===== src/rtl/vending_pkg.sv =====
// ============================================================================
//  Module   : vending_pkg
//  Purpose  : Shared state, coin and change encodings for the vending FSM.
//  Revision : 1.0  initial release
// ============================================================================
`default_nettype none

package vending_pkg;

    typedef enum logic [1:0] {
        S0  = 2'b00,
        S5  = 2'b01,
        S10 = 2'b10
    } state_e;

    localparam logic [1:0] COIN_NONE = 2'b00;
    localparam logic [1:0] COIN_5    = 2'b01;
    localparam logic [1:0] COIN_10   = 2'b10;

    localparam logic [1:0] CHG_NONE  = 2'b00;
    localparam logic [1:0] CHG_5     = 2'b01;
    localparam logic [1:0] CHG_10    = 2'b10;

    localparam int unsigned PRICE    = 15;

endpackage : vending_pkg

`default_nettype wire


===== src/rtl/vending_machine.sv =====
// ============================================================================
//  Module   : vending_machine
//  Purpose  : Single-product (15 unit) coin FSM with registered vend/change.
//  Revision : 1.0  initial release
// ============================================================================
`default_nettype none

module vending_machine
    import vending_pkg::*;
(
    input  logic       clk,
    input  logic       rst,
    input  logic [1:0] in,
    output logic       out,
    output logic [1:0] change
);

    state_e     state_q, state_d;
    logic       out_q,   out_d;
    logic [1:0] chg_q,   chg_d;

    always_ff @(posedge clk) begin
        if (rst) begin
            state_q <= S0;
            out_q   <= 1'b0;
            chg_q   <= CHG_NONE;
        end else begin
            state_q <= state_d;
            out_q   <= out_d;
            chg_q   <= chg_d;
        end
    end

    always_comb begin
        state_d = state_q;
        out_d   = 1'b0;
        chg_d   = CHG_NONE;

        case (state_q)
            S0: begin
                case (in)
                    COIN_5:    state_d = S5;
                    COIN_10:   state_d = S10;
                    COIN_NONE: state_d = S0;
                    default:   state_d = state_q;
                endcase
            end

            S5: begin
                case (in)
                    COIN_NONE: begin
                        state_d = S0;
                        chg_d   = CHG_5;
                    end
                    COIN_5:    state_d = S10;
                    COIN_10: begin
                        state_d = S0;
                        out_d   = 1'b1;
                    end
                    default:   state_d = state_q;
                endcase
            end

            S10: begin
                case (in)
                    COIN_NONE: begin
                        state_d = S0;
                        chg_d   = CHG_10;
                    end
                    COIN_5: begin
                        state_d = S0;
                        out_d   = 1'b1;
                    end
                    // 20 paid against a price of 15: vend and hand back a five
                    COIN_10: begin
                        state_d = S0;
                        out_d   = 1'b1;
                        chg_d   = CHG_5;
                    end
                    default:   state_d = state_q;
                endcase
            end

            // Unreachable encoding: drop credit silently and restart
            default: begin
                state_d = S0;
            end
        endcase
    end

    assign out    = out_q;
    assign change = chg_q;

endmodule : vending_machine

`default_nettype wire


===== config.mk =====
export PLATFORM = sky130hd
export DESIGN_NAME = vending_machine
export DESIGN_NICKNAME = d
export VERILOG_FILES = /design/src/rtl/vending_pkg.sv /design/src/rtl/vending_machine.sv
export SDC_FILE = /design/constraint.sdc
export NUM_CORES = 1
export LEC_CHECK = 0
export ABC_AREA = 1
export CAP_MARGIN = 20
export CORE_AREA = 2 2 39 41
export CTS_BUF_LIST = sky130_fd_sc_hd__clkbuf_4 sky130_fd_sc_hd__clkbuf_8
export DETAILED_ROUTE_END_ITERATION = 10
export DIE_AREA = 0 0 41 43
export PLACE_DENSITY_LB_ADDON = 0.2
export SLEW_MARGIN = 20
export SYNTH_ARGS = -nofsm -noshare
export SYNTH_HDL_FRONTEND = slang
export SYNTH_SLANG_ARGS = --single-unit

===== constraint.sdc =====
create_clock -name clk -period 2.06 [get_ports clk]
set_input_delay 0.412 -clock clk [delete_from_list [all_inputs] [get_ports clk]]
set_output_delay 0.412 -clock clk [all_outputs]
set_load 0.02 [all_outputs]

Word-level counts from Yosys, hierarchy flattened
Index checks and enable logic that the tools add are counted.
{"block": "classes", "add_sub_neg": 0, "mul": 0, "div": 0, "magnitude_cmp": 0, "eq_ne": 7, "shifts": 0, "mux": 10, "bitwise_logic": 0, "n_reduce_logical": 6}
{"cell": "one-hot mux 2 bit (2 select lines)", "n": 3}
{"cell": "one-hot mux 2 bit (3 select lines)", "n": 2}
{"cell": "equality test 2 x 1 -> 1 bit, second input constant", "n": 2}
{"cell": "equality test 2 bit, second input constant", "n": 2}
{"cell": "zero test 2 bit", "n": 2}
{"cell": "!= test 4 bit, second input constant", "n": 1}
{"cell": "OR reduction 2 bit", "n": 2}
{"cell": "two-way mux 1 bit", "n": 3}
{"cell": "!= test 3 bit, second input constant", "n": 1}
{"cell": "AND reduction 3 bit", "n": 1}
{"cell": "OR reduction 3 bit", "n": 1}
{"cell": "two-way mux 2 bit", "n": 1}
{"cell": "!= test 2 bit, second input constant", "n": 1}
{"cell": "one-hot mux 1 bit (2 select lines)", "n": 1}
{"block": "word_totals", "reg_bits": 5, "latch_bits": 0, "ram_bits": 0, "rom_bits": 0, "input_bits": 4, "wordCells": 26, "memories": 0}

Depth between registers and ports, before layout
{"block": "depth", "depth_word": 4, "depth_mapped": 9, "ltp_nobuf": 9}

Worst setup path before layout
Ideal clock, no wire load.
{"block": "synth_timing", "kind": "input to register", "from": "input port in[0]", "to": "register state_q[1]", "arrival_time_ns": 1.034, "required_ns": 1.947, "slack_ns": 0.913, "stages": 8, "path_buffers": 0, "cell_sequence": "inv_1 ha_1 nor2_1 nand2_1 nand2_2 nand2_1 nand2_1 nor2_1"}
{"block": "synth_between", "elab_chain_cells": 4, "word_cells_on_any_way": 12, "cone_classes": "5 x eq/ne; 3 x mux; 4 x reduce/logical"}
{"element": "start: declaration", "line": "vending_machine.sv:13", "rtl": "input logic [1:0] in,"}
{"element": "equality test 2 bit (tied with other cells)", "line": "vending_machine.sv:41, vending_machine.sv:50, vending_machine.sv:65"}
{"element": "OR reduction 2 bit (no line) or OR reduction 3 bit (tied branches)"}
{"element": "one-hot mux 2 bit (2 select lines) (tied with other cells)", "line": "vending_machine.sv:50", "rtl": "case (in)"}
{"element": "one-hot mux 2 bit (3 select lines) or AND reduction 3 bit (tied branches)"}
{"element": "end signal: assignment", "line": "vending_machine.sv:28", "rtl": "state_q <= state_d;"}
{"element": "end: declaration", "line": "vending_machine.sv:18", "rtl": "state_e state_q, state_d;"}
Parallel ways exist; a longest one is shown, timed or not. The select of a mux whose other input is x is not followed.
A chain may end at the register's enable or synchronous reset.

Worst setup path after layout
{"block": "layout_timing", "from": "register out_q, in the netlist out", "to": "output port out"}
{"element": "start: declaration", "line": "vending_machine.sv:19", "rtl": "logic out_q, out_d;"}
{"element": "start signal: assignment", "line": "vending_machine.sv:29", "rtl": "out_q <= out_d;"}
{"element": "end: declaration", "line": "vending_machine.sv:14", "rtl": "output logic out,"}
No word-level cell between the ends.

==> impl_metrics.py <==
metrics = {
    "die": {
        "io_pins": 7,
        "fp-row-count": 14,
        "core_um2": 1384,
        "die_h_um": 43,
        "die_area_um2": 1763,
        "start_util_pct": 25.59,
        "die_w_um": 41,
    },
    "routing": {
        "wire_per_inst_um": 8.743,
        "dr_wl_met3_um": 29,
        "via_per_inst": 4.122,
        "met1_length_um": 322,
        "drt_iter0_drc": 5,
        "wl_um": 647,
        "wl_met2_um": 294,
        "routed.top_layer": "met3",
        "via_count": 305,
        "drcViolationCount": 0,
        "ant_nets": 0,
        "drt_pass1_iterations": 4,
    },
    "grt": {
        "grt-ovfl-total": 0,
        "antenna_found_initial": 0,
        "grt_start_max_net_pins": 6,
        "grt_pass1_wl_um": 1090,
        "grtUsageTotal_pct": 9.729,
        "grt_pass1_vias": 278,
    },
    "worst_hold_path": {
        "min_path_type": "register to register",
        "hold_end": "state_q[0]",
        "hold_path.startpoint": "state_q[0]",
        "hold_depth": 2,
    },
    "synthesis": {
        "synth_cell_type_count": 9,
        "synth_cells": 48,
        "postSynthAreaPerCell_um2": 7.377,
        "ys_seq_elements": 5,
        "yosysSeqAreaShare_pct": 28.27,
        "synth.net_count": 61,
        "ys_warn_count": 0,
        "synth_area_um2": 354.1,
    },
    "critical_path": {
        "path_cells": "clkdlybuf4s50_1",
        "arrival_ns": 1.14,
        "path_max_fanout": 1,
        "reg2reg_to": "state_q[1]",
        "crit_family": "buffers and inverters",
        "worst_ep_required_time_ns": 1.65,
        "max_stage_delay_ns": 0.59,
        "ff2ff_path_depth": 6,
        "critPathLaunchType": "register",
        "critPathBufInv": 1,
        "cpMaxStageDelayCell": "clkdlybuf4s50_1",
        "crit_type": "register to output pin",
        "end_kind": "output pin",
        "reg2reg_slack_ns": 0.83,
        "r2r-start": "state_q[0]",
    },
    "pwr": {
        "vdd_drop_max_v": 0.0003724,
        "p_leak_nw": 0.2290,
        "cellPowerDensity_nw_per_um2": 734.0,
    },
    "finish": {
        "stdcell_area_um2": 464.2,
        "area_delta_synth_final_pct": 31.10,
        "drive_gt1_share_pct": 10.34,
        "num_antenna_cells": 0,
        "instances_no_fill": 74,
        "final_nets": 72,
        "nFillCells": 154,
    },
    "timing": {
        "setup_violations": 0,
        "tns_ns": 0,
        "grt_setup_unrepaired": "no",
        "hold_violations": 0,
        "fin_crit_ns": 1.549,
        "tightest_slew_ns": 0.2136,
        "period_share_pct": 75.22,
        "setup_slack_ns": 0.5106,
        "drv_slew": 0,
        "slew_headroom_pct": 85.72,
        "fmax_mhz": 645.4,
        "skew_ns": 0.003968,
    },
    "clock_network": {
        "clk_pin_slew_ns": 0.04,
        "clk_latency_ns": 0.24,
        "cts.sinks": 5,
        "ctsHtreeMaxLevel": 1,
        "cts_buffer_depth": 2,
        "cts.repair.resized": 0,
        "clockRootBuffer": "clkbuf_4",
        "cts_setup_buffers": 0,
        "cts_hold_buffers": 0,
        "cts_tree": "yes",
        "cts_made_buffers": 3,
    },
    "place": {
        "globalplace.congestion": 0.7266,
        "dpl.hpwl_um": 518,
        "place_inst": 70,
        "portBuffers": 6,
        "post_dp_cell_area_um2": 434.2,
        "dpl_worst_slack_ns": 0.2749,
    },
    "status": {
        "outcome": "complete, no violations",
    },
    "flow_run": {
        "drv_cap": 0,
    },
}
cells in the mapped netlist:
master | instances | area share (%)
nand2_1 | 14 | 15
ha_1 | 9 | 32
inv_1 | 7 | 7.4
nor2_1 | 6 | 6.4
dfxtp_1 | 5 | 28
a21oi_1 | 3 | 4.2
nand3_1 | 2 | 2.8
nand2_2 | 1 | 1.8
o21ai_2 | 1 | 2.5
layout by cell type, fill, tap and decap left out:
cell type,n
ha_1,9
o21ai_2,1
clkbuf_4,4
inv_1,7
nand2_2,1
nor2_1,6
a21oi_1,3
nand3_1,2
clkdlybuf4s50_1,6
nand2_1,14
dfxtp_1,5
sequential cells by signal, summed over array words and instances (netlist names):
register,cells
state_q,2
out,1
change,2
how the worst max path moves through the flow:
stage | start | to | slack (ns) | cells after the start
floorplan | in[0] | state_q[1] | 0.91 | 8
detailed placement | in[0] | state_q[1] | 0.27 | 9
global placement | in[0] | state_q[1] | 0.28 | 9
finish | out | out | 0.51 | 1
global route | in[0] | state_q[1] | 0.41 | 9
CTS | out | out | 0.49 | 1
through the flow:
stage	hold WS [ns]	utilization [%]	power [mW]
3_5_place_dp	0.5265	31.37	0.2164
4_1_cts	0.5348	33.54	0.3474
3_3_place_gp	0.5199	31.37	0.2165
2_1_floorplan	0.4844	-	0.1888
6_report	0.5350	33.54	0.3407
5_1_grt	0.5686	33.54	0.3726
power breakdown:
group          internal (mW)  leakage, nW  switching [mW]
Combinational         0.0417        0.170          0.0625
Clock                 0.0863       0.0184          0.0394
Sequential             0.106       0.0407         0.00488
layout make-up:
type | count | area [um2] | area share, %
multi-input cells | 36 | 227.7 | 49.06
flip-flops and latches | 5 | 100.1 | 21.56
repair buffers | 6 | 60.06 | 12.94
clock buffers | 4 | 30.03 | 6.469
inverters | 7 | 26.28 | 5.660
well taps | 16 | 20.02 | 4.313
metal layers:
metal / global-route usage (%) / vias to the layer above
li1: - / 164
met1: 10.58 / 132
met3: 9.424 / 0
met4: 2.000 / 0
met2: 13.44 / 9
met5: 0 / -
kinds of logic after synthesis:
logic type / count (synthesis) / synth area share, %
AO/OA/AOI/OAI: 4 / 6.713
adder cells (fa/ha/maj): 9 / 31.80
buffers and inverters: 7 / 7.422
flip-flops: 5 / 28.27
AND/OR/NAND/NOR: 23 / 25.80
(Power assumes the default switching activity.)
